[src/rtl/ranger_pkg.sv]
// Shared types and default constants for the ultrasonic range sequencer.
package ranger_pkg;

   // Measurement sequencer states
   typedef enum logic [2:0] {
      IDLE      = 3'd0,
      TRIG      = 3'd1,
      WAIT_RISE = 3'd2,
      MEASURE   = 3'd3,
      DONE      = 3'd4,
      HOLDOFF   = 3'd5
   } state_e;

   // Defaults for a 50 MHz clock
   localparam int unsigned DEF_TRIG_CYCLES   = 500;
   localparam int unsigned DEF_CYCLES_PER_CM = 2915;
   localparam int unsigned DEF_MAX_CM        = 400;
   localparam int unsigned DEF_ECHO_TIMEOUT  = 1250000;
   localparam int unsigned DEF_PERIOD_CYCLES = 3000000;

   // Width of a counter that runs 0..n-1 (at least one bit)
   function automatic int unsigned cnt_width(input int unsigned n);
      return (n <= 1) ? 1 : $clog2(n);
   endfunction

endpackage

[src/rtl/sync_edge.sv]
// Two-flop synchroniser for an asynchronous pin plus registered rise/fall strobes.
// A pin edge shows up on rise/fall three clocks later.
module sync_edge (
   input  logic clock,
   input  logic RESET_N,
   input  logic async_in,
   output logic rise,
   output logic fall
);

   logic meta_q, meta_d;
   logic sync_q, sync_d;
   logic prev_q, prev_d;
   logic rise_q, rise_d;
   logic fall_q, fall_d;

   // Next-state: shift the pin through the synchroniser and compare adjacent samples
   always_comb begin
      meta_d = async_in;
      sync_d = meta_q;
      prev_d = sync_q;
      rise_d = sync_q & ~prev_q;
      fall_d = ~sync_q & prev_q;
   end

   // Synchroniser and strobe registers
   always_ff @(posedge clock or negedge RESET_N) begin
      if (!RESET_N) begin
         meta_q <= 1'b0;
         sync_q <= 1'b0;
         prev_q <= 1'b0;
         rise_q <= 1'b0;
         fall_q <= 1'b0;
      end else begin
         meta_q <= meta_d;
         sync_q <= sync_d;
         prev_q <= prev_d;
         rise_q <= rise_d;
         fall_q <= fall_d;
      end
   end

   assign rise = rise_q;
   assign fall = fall_q;

endmodule

[src/rtl/ultrasonic_range_sequencer.sv]
// HC-SR04-style ranger: periodic trigger pulse, echo timing, conversion to whole cm.
// Results are registered on the transition into DONE so distance and dist_valid
// appear together for exactly one clock.
module ultrasonic_range_sequencer
   import ranger_pkg::*;
#(
   parameter int unsigned TRIG_CYCLES   = DEF_TRIG_CYCLES,
   parameter int unsigned CYCLES_PER_CM = DEF_CYCLES_PER_CM,
   parameter int unsigned MAX_CM        = DEF_MAX_CM,
   parameter int unsigned ECHO_TIMEOUT  = DEF_ECHO_TIMEOUT,
   parameter int unsigned PERIOD_CYCLES = DEF_PERIOD_CYCLES
) (
   input  logic        clock,
   input  logic        RESET_N,
   input  logic        enable,
   input  logic        echo,
   output logic        trig,
   output logic [31:0] distance,
   output logic        dist_valid,
   output logic        timeout,
   output logic        busy
);

   localparam int unsigned PW = cnt_width(PERIOD_CYCLES);
   localparam int unsigned TW = cnt_width(ECHO_TIMEOUT);
   localparam int unsigned KW = cnt_width(CYCLES_PER_CM);
   localparam int unsigned CW = $clog2(MAX_CM + 1);

   localparam logic [PW-1:0] PERIOD_LAST = PW'(PERIOD_CYCLES - 1);
   localparam logic [PW-1:0] TRIG_LAST   = PW'(TRIG_CYCLES - 1);
   localparam logic [TW-1:0] TMO_LAST    = TW'(ECHO_TIMEOUT - 1);
   localparam logic [KW-1:0] TICK_LAST   = KW'(CYCLES_PER_CM - 1);
   localparam logic [CW-1:0] CM_MAX      = CW'(MAX_CM);

   state_e        state_q, state_d;
   logic [PW-1:0] period_q, period_d;
   logic [TW-1:0] tmo_q, tmo_d;
   logic [KW-1:0] tick_q, tick_d;
   logic [CW-1:0] cm_q, cm_d;
   logic [CW-1:0] dist_q, dist_d;
   logic [CW-1:0] cm_meas;
   logic          trig_q, trig_d;
   logic          valid_q, valid_d;
   logic          tmo_flag_q, tmo_flag_d;
   logic          echo_rise, echo_fall;

   sync_edge u_sync_edge (
      .clock    (clock),
      .RESET_N  (RESET_N),
      .async_in (echo),
      .rise     (echo_rise),
      .fall     (echo_fall)
   );

   // Range including the current echo clock, so N full cm-periods of echo report N
   assign cm_meas = (tick_q == TICK_LAST && cm_q != CM_MAX) ? cm_q + 1'b1 : cm_q;

   // Sequencer next-state, counters and result capture
   always_comb begin
      state_d    = state_q;
      period_d   = period_q;
      tmo_d      = tmo_q;
      tick_d     = tick_q;
      cm_d       = cm_q;
      dist_d     = dist_q;
      valid_d    = 1'b0;
      tmo_flag_d = tmo_flag_q;

      // Period counter is held at 0 in IDLE so TRIG entry starts the period at 0
      if (state_q == IDLE) begin
         period_d = '0;
      end else begin
         period_d = (period_q == PERIOD_LAST) ? '0 : period_q + 1'b1;
      end

      case (state_q)
         IDLE: begin
            if (enable) state_d = TRIG;
         end
         TRIG: begin
            if (period_q == TRIG_LAST) begin
               state_d = WAIT_RISE;
               tmo_d   = '0;
            end
         end
         WAIT_RISE: begin
            tmo_d = tmo_q + 1'b1;
            if (echo_rise) begin
               state_d = MEASURE;
               tmo_d   = '0;
               tick_d  = '0;
               cm_d    = '0;
            end else if (tmo_q == TMO_LAST) begin
               state_d    = DONE;
               dist_d     = CM_MAX;
               tmo_flag_d = 1'b1;
               valid_d    = 1'b1;
            end
         end
         MEASURE: begin
            tmo_d = tmo_q + 1'b1;
            if (tick_q == TICK_LAST) begin
               tick_d = '0;
               if (cm_q != CM_MAX) cm_d = cm_q + 1'b1;
            end else begin
               tick_d = tick_q + 1'b1;
            end
            // A real echo fall takes priority over any simultaneous limit
            if (echo_fall) begin
               state_d    = DONE;
               dist_d     = cm_meas;
               tmo_flag_d = 1'b0;
               valid_d    = 1'b1;
            end else if (tmo_q == TMO_LAST || cm_q == CM_MAX) begin
               state_d    = DONE;
               dist_d     = CM_MAX;
               tmo_flag_d = 1'b1;
               valid_d    = 1'b1;
            end
         end
         DONE: begin
            state_d = HOLDOFF;
         end
         HOLDOFF: begin
            if (period_q == PERIOD_LAST) state_d = IDLE;
         end
         default: begin
            state_d = IDLE;
         end
      endcase

      trig_d = (state_d == TRIG);
   end

   // State, counter and output registers
   always_ff @(posedge clock or negedge RESET_N) begin
      if (!RESET_N) begin
         state_q    <= IDLE;
         period_q   <= '0;
         tmo_q      <= '0;
         tick_q     <= '0;
         cm_q       <= '0;
         dist_q     <= CM_MAX;
         trig_q     <= 1'b0;
         valid_q    <= 1'b0;
         tmo_flag_q <= 1'b0;
      end else begin
         state_q    <= state_d;
         period_q   <= period_d;
         tmo_q      <= tmo_d;
         tick_q     <= tick_d;
         cm_q       <= cm_d;
         dist_q     <= dist_d;
         trig_q     <= trig_d;
         valid_q    <= valid_d;
         tmo_flag_q <= tmo_flag_d;
      end
   end

   assign trig       = trig_q;
   assign distance   = 32'(dist_q);
   assign dist_valid = valid_q;
   assign timeout    = tmo_flag_q;
   assign busy       = (state_q != IDLE);

endmodule

[config.mk]
export PLATFORM = sky130hd
export DESIGN_NAME = ultrasonic_range_sequencer
export DESIGN_NICKNAME = d
export VERILOG_FILES = /design/src/rtl/ranger_pkg.sv /design/src/rtl/sync_edge.sv /design/src/rtl/ultrasonic_range_sequencer.sv
export SDC_FILE = /design/constraint.sdc
export NUM_CORES = 1
export LEC_CHECK = 0
export CORE_UTILIZATION = 34
export DETAILED_ROUTE_END_ITERATION = 10
export PLACE_DENSITY = 0.5
export SLEW_MARGIN = 10
export SYNTH_ARGS = -nofsm -noshare
export SYNTH_HDL_FRONTEND = slang
export SYNTH_SLANG_ARGS = --single-unit
[constraint.sdc]
create_clock -name clock -period 1.9 [get_ports clock]
set_input_delay 0.38 -clock clock [delete_from_list [all_inputs] [get_ports clock]]
set_output_delay 0.38 -clock clock [all_outputs]
set_load 0.01 [all_outputs]
Yosys cells after proc, flatten, opt, wreduce, memory -nomap -nowiden

Cells that the tools add are included.

Add/sub/neg operators: 4
Equal/unequal tests: 19
Mux-type cells: 36
Bitwise logic cells: 4
Reduce and logical (&&, ||, !) cells: 10

Operators with widths:

| operator              | count |
|---|---|
| $mux 9                | 8 |
| $pmux 21 s3           | 1 |
| $mux 22               | 2 |
| $mux 21               | 2 |
| $pmux 9 s2            | 2 |
| $mux 12               | 2 |
| $pmux 12 s2           | 1 |
| $add 22x1->22 const B | 1 |
| $eq 22x22->1 const B  | 1 |
| $eq 22x9->1 const B   | 1 |
| $add 21x1->21 const B | 1 |
| $eq 21x21->1 const B  | 1 |
| $mux 3                | 7 |
| $pmux 3 s6            | 1 |
| $add 12x1->12 const B | 1 |
| $eq 12x12->1 const B  | 1 |
| $ne 2x2->1 const B    | 5 |
| $add 9x1->9 const B   | 1 |
| $eq 9x9->1 const B    | 1 |
| $ne 9x9->1 const B    | 1 |
| $mux 1                | 8 |
| $reduce_and 4->1      | 2 |
| $eq 3x1->1 const B    | 2 |
| $eq 3x2->1 const B    | 2 |
| other kinds (12)      | 18 |

Flip-flop bits (word level): 84
Bits of input ports: 4
Output and inout port bits: 36
Logic and storage cells: 87

Logic depth before layout (Yosys ltp)

Gate-level depths: netlist of the first run.

Word-level depth: 6
Depth in mapped cells: 9
Depth with buffers taken out: 8

By module

From an unflattened synthesis of the first run, not the netlist that was laid out.

Cell total of the unflattened synthesis: 492
Area, all modules: 4,630.7 um2

Modules (own cells, without submodules):

| module                     | instances | cells each | area each (um2) | sequential area each (um2) |
|---|---|---|---|---|
| ultrasonic_range_sequencer | 1         | 485        | 4,490.6         | 1,980.6 |
| sync_edge                  | 1         | 7          | 140.1           | 125.1 |

Worst setup path before layout of the first run

Ideal clock, no wire load.

Path kind: reg-to-reg
From: reg tmo_q[0]
To: reg state_q[1]
Setup time: 0.132 ns
Arrival: 1.775 ns
Data required time: 1.768 ns
Slack: -0.007 ns
Cell stages (with the launch flop): 7
Buffers on the path: 0
Clock period less this slack: 1.907 ns
Cells stage by stage: dfrtp_1 -> ha_1 -> nand3_1 -> or3_1 -> or3_1 -> a31oi_1 -> o21ai_0

Cells in the longest elaborated chain, start to end: 5
Elaborated cells on any way between the ends: 7
Those cells by class: eq/ne: 1; mux: 5; reduce/logical: 1

RTL lines:

| element                | line                                                                | text |
|---|---|---|
| from (decl)            | ultrasonic_range_sequencer.sv:37                                    | `logic [TW-1:0] tmo_q, tmo_d;` |
| from (signal assigned) | ultrasonic_range_sequencer.sv:150                                   | `tmo_q <= tmo_d;` |
| $eq 21x21->1 *         | ultrasonic_range_sequencer.sv:93, ultrasonic_range_sequencer.sv:114 |  |
| $logic_or 1x1->1       | ultrasonic_range_sequencer.sv:114                                   | `end else if (tmo_q == TMO_LAST \|\| cm_q == CM_MAX) begin` |
| $mux 3                 | ultrasonic_range_sequencer.sv:114                                   |  |
| $mux 3                 | ultrasonic_range_sequencer.sv:109                                   | `if (echo_fall) begin` |
| $pmux 3 s6 *           | ultrasonic_range_sequencer.sv:76                                    | `case (state_q)` |
| net state_d[1]         | ultrasonic_range_sequencer.sv:35                                    | `state_e state_q, state_d;` |
| to (signal assigned)   | ultrasonic_range_sequencer.sv:148                                   | `state_q <= state_d;` |
| to (decl)              | ultrasonic_range_sequencer.sv:35                                    |  |

The timed path passes the listed nets; every way through them passes the cells marked *.
A chain may end at the register's enable or synchronous reset.

Final worst setup path of the first run

From: reg period_q[10]
To: reg tmo_q[19]

Cells in the longest elaborated chain, start to end: 3

RTL lines:

| element                    | line                              | text |
|---|---|---|
| from (decl)                | ultrasonic_range_sequencer.sv:36  | `logic [PW-1:0] period_q, period_d;` |
| from (signal assigned)     | ultrasonic_range_sequencer.sv:149 | `period_q <= period_d;` |
| $eq 22x9->1                | ultrasonic_range_sequencer.sv:81  | `if (period_q == TRIG_LAST) begin` |
| $ne 2x2->1 (no line)       | n/a                               |  |
| $reduce_and 2->1 (no line) | n/a                               |  |

Every way passes these cells.

==> results of run 1 <==
==> area by class of cell <==
type                            instances  area, sq um
Inverter                               10         37.5
Multi-Input combinational cell        372         2410
Timing Repair Buffer                   90          749
Clock buffer                            9          225
Tap cell                              172          215
Sequential cell                        84         2110
Clock inverter                          7          139
Fill cell                            1217         6890
==> repair_timing <==
item | CTS | global route
gates resized for setup | 6 | 45
endpoints found under the hold margin | 18 | 0
pin swaps | 1 | 10
gates cloned | 0 | 1
hold buffers | 1 | 0
buffers inserted | 0 | 5
setup endpoints to repair | 16 | 62
==> cells in the mapped netlist (2+ instances only) <==
master | n | area share [%]
a211o_1 | 4 | 0.77
a21oi_1 | 21 | 2.3
a31oi_1 | 11 | 1.5
and2_1 | 5 | 0.69
and3_1 | 17 | 2.3
and4_1 | 3 | 0.58
and4b_1 | 2 | 0.44
buf_2 | 8 | 0.88
buf_4 | 23 | 3.8
clkbuf_1 | 10 | 0.83
dfrtp_1 | 81 | 45
dfstp_2 | 3 | 1.7
ha_1 | 6 | 1.7
inv_1 | 10 | 0.83
mux2i_1 | 7 | 1.5
nand2_1 | 40 | 3.3
nand2b_1 | 2 | 0.28
nand3_1 | 29 | 3.2
nand3b_1 | 4 | 0.66
nand4_1 | 19 | 2.6
nand4bb_1 | 2 | 0.50
nor2_1 | 46 | 3.8
nor2b_1 | 5 | 0.69
nor3_1 | 11 | 1.2
nor4_1 | 3 | 0.41
nor4_2 | 2 | 0.55
nor4b_1 | 3 | 0.58
o21ai_0 | 40 | 4.4
o22a_1 | 3 | 0.58
o2bb2ai_1 | 6 | 1.2
o31ai_1 | 6 | 1.0
o41ai_1 | 3 | 0.58
or3_1 | 6 | 0.83
or4_1 | 2 | 0.33
xnor2_1 | 9 | 1.7
xor2_1 | 19 | 3.7
==> kinds of logic after synthesis <==
kind of cell,count (synthesis),share of synthesized area [%]
other,1,0.0829
buffers and inverters,52,6.44
adders and majority gates,6,1.66
DFF,84,46.5
xor gates and xnor gates,28,5.42
muxes,8,1.80
AOI/OAI and AO/OA,101,14.0
and+or+nand+nor,206,24.1
==> through the flow <==
step	setup WS, ns	cells	utilization (%)	area (sq um)	TNS, ns
global placement	-0.0576	721	41.1	5250	-0.368
CTS	-0.00993	738	44.2	5650	-0.0137
global route	-0.0987	744	46.0	5880	-0.645
finish	-0.00703	744	46.0	5880	-0.0138
floorplan	0.0186	508	-	4610	0
detailed placement	-0.0423	721	41.1	5250	-0.187
==> state kept, by name, indices dropped and copies added, names as in the netlist, 3 cells and up <==
| register | cells |
|---|---|
| period_q | 22 |
| tmo_q | 21 |
| tick_q | 12 |
| cm_q | 9 |
| dist_q | 9 |
| state_q | 3 |
==> final timing paths <==
kind,startpoint,to,cells after the start
max,period_q[10]$_DFF_PN0_,tmo_q[19]$_DFFE_PN0P_,5
min in group asynchronous,RESET_N,period_q[8]$_DFF_PN0_,2
min,u_sync_edge.meta_q$_DFF_PN0_,u_sync_edge.prev_d$_DFF_PN0_,0
max reg2reg,period_q[10]$_DFF_PN0_,tmo_q[19]$_DFFE_PN0P_,5
min reg2reg,u_sync_edge.meta_q$_DFF_PN0_,u_sync_edge.prev_d$_DFF_PN0_,0
max in group asynchronous,RESET_N,state_q[0]$_DFF_PN0_,3
==> per-layer routing <==
layer,share of wire [%],up-vias
met5,0,-
met4,1.3,0
met3,2.9,11
met2,48,64
met1,48,1847
li1,-,1867
==> power groups by stage <==
stage          registers (uW)  clock network (uW)  logic (uW)
2_1_floorplan            1830                   0        57.9
3_3_place_gp             1830                   0        73.5
3_5_place_dp             1830                   0        74.3
4_1_cts                  1800                2210        76.1
5_1_grt                  1800                2280        84.7
6_report                 1800                2150        73.1
==> flow_summary.json, run 1 <==
{
  "crit_family": "simple AND/OR/NAND/NOR gates",
  "drv_slew": 0,
  "reg2reg_slack_ns": -0.007,
  "drive_above_1_share_pct": 22.7,
  "syn_inst": 486,
  "p_leak_uw": 0.00267,
  "ys_seq_area_share_pct": 46.5,
  "power_frac_clock_pct": 53.4,
  "use_met1_pct": 20.4,
  "wire_per_inst_um": 14.0,
  "ys_ff_latch": 84,
  "path_buf_inv": 1,
  "fmax_mhz": 524,
  "critPathKind": "reg -> reg",
  "root_buffer": "clkbuf_16",
  "hpwl_um": 7100,
  "antenna-diode-count": 0,
  "cts_max_path_buffers": 2,
  "final_common_cell": "dfrtp_1",
  "slowest_stage": "or4_4",
  "maxCapViolCount": 0,
  "antenna_found_initial": 0,
  "cts_tree": "done",
  "initial_utilization_pct": 35.4,
  "dieArea_sq_mm": 0.0138,
  "fin_crit_ns": 1.91,
  "vdd_drop_max_mv": 0.380,
  "finClkSkew_ns": 0.00946,
  "drt_iter0_drc": 210,
  "hold_path_class": "reg -> reg",
  "status": "complete, but fails checks",
  "violations": "negative setup slack",
  "vias": 3789,
  "worstPathCellList": "or4_4 -> nor4_2 -> a31oi_1 -> buf_6 -> a211o_1",
  "hold_ws_ns": 0.348,
  "ys.flop_type": "dfrtp_1",
  "final_cell_mix": "80 x dfrtp_1, 67 x buf_4, 46 x nor2_1",
  "use_met3_pct": 3.65,
  "vias_per_cell": 5.09,
  "placeableCoreArea_sq_mm": 0.0128,
  "period_share_pct": 100,
  "die_y_um": 117,
  "first_global_vias": 3636,
  "globalplace.congestion": 0.748,
  "cts_buffers": 9,
  "syn2layout_area_growth_pct": 29.9,
  "synth.distinct_cells": 51,
  "grtUsageMet2_pct": 25.0,
  "grt.overflow.total": 0,
  "synth_edf_count": 0,
  "critPathArrivalTime_ns": 2.14,
  "io_pins": 40,
  "power_switching_uw": 794,
  "syn_area_sq_mm": 0.00453,
  "cp-start-kind": "flip-flop",
  "synth-async-reset-ratio_pct": 100,
  "grt_usage_pct": 15.6,
  "power.total_uw": 4020,
  "grt_pass1_wl_um": 17400,
  "fin_ws_ns": -0.00703,
  "clock_insertion_delay_worst_skew_ns": 0.35,
  "yosysWarnings": 0,
  "endpoint_kind": "flip-flop",
  "rsz0062_at_grt": "yes",
  "seq_power_share_pct": 44.7,
  "relSlewSlack_pct": 66.7,
  "setup_viol": 2,
  "fin_nets": 577,
  "switching_share_pct": 19.8,
  "cp_slowest_stage_delay_ns": 0.54,
  "crit_path_max_fanout": 21,
  "drc": 0,
  "clock-sinks": 84,
  "ant_nets": 0,
  "top_usage_layer": "met2",
  "powerDensity_mw_per_mm2": 683,
  "final_hold_viol_count": 0,
  "drt_wl_total_um": 10400,
  "portBuffers": 16,
  "fp-row-count": 41,
  "p_int_uw": 3220,
  "clk_pin_slew_ns": 0.07,
  "tightest_slew_ns": 0.498,
  "fp.dieW_um": 117,
  "synth_area_per_cell_sq_um": 9.31,
  "required_ns": 2.13,
  "grt_max_degree": 43,
  "htree_levels": 3,
  "first_pass_iters": 4,
  "comb_power_share_pct": 1.8
}
(Power assumes the default switching activity.)
==> run 2: changes to the inputs <==
--- a/config.mk
+++ b/config.mk
@@ -5,6 +5,7 @@
 export SDC_FILE = /design/constraint.sdc
 export NUM_CORES = 1
 export LEC_CHECK = 0
+export CAP_MARGIN = 20
 export CORE_UTILIZATION = 34
 export DETAILED_ROUTE_END_ITERATION = 10
 export PLACE_DENSITY = 0.5
==> results of run 2 <==
No change in the layout: final DEF, timing and power equal those of run 1.
==> run 3: changes to the inputs <==
--- a/config.mk
+++ b/config.mk
@@ -5,7 +5,7 @@
 export SDC_FILE = /design/constraint.sdc
 export NUM_CORES = 1
 export LEC_CHECK = 0
-export CAP_MARGIN = 20
+export CAP_MARGIN = 0
 export CORE_UTILIZATION = 34
 export DETAILED_ROUTE_END_ITERATION = 10
 export PLACE_DENSITY = 0.5
==> results of run 3 <==
No change in the layout: final DEF, timing and power equal those of run 1.
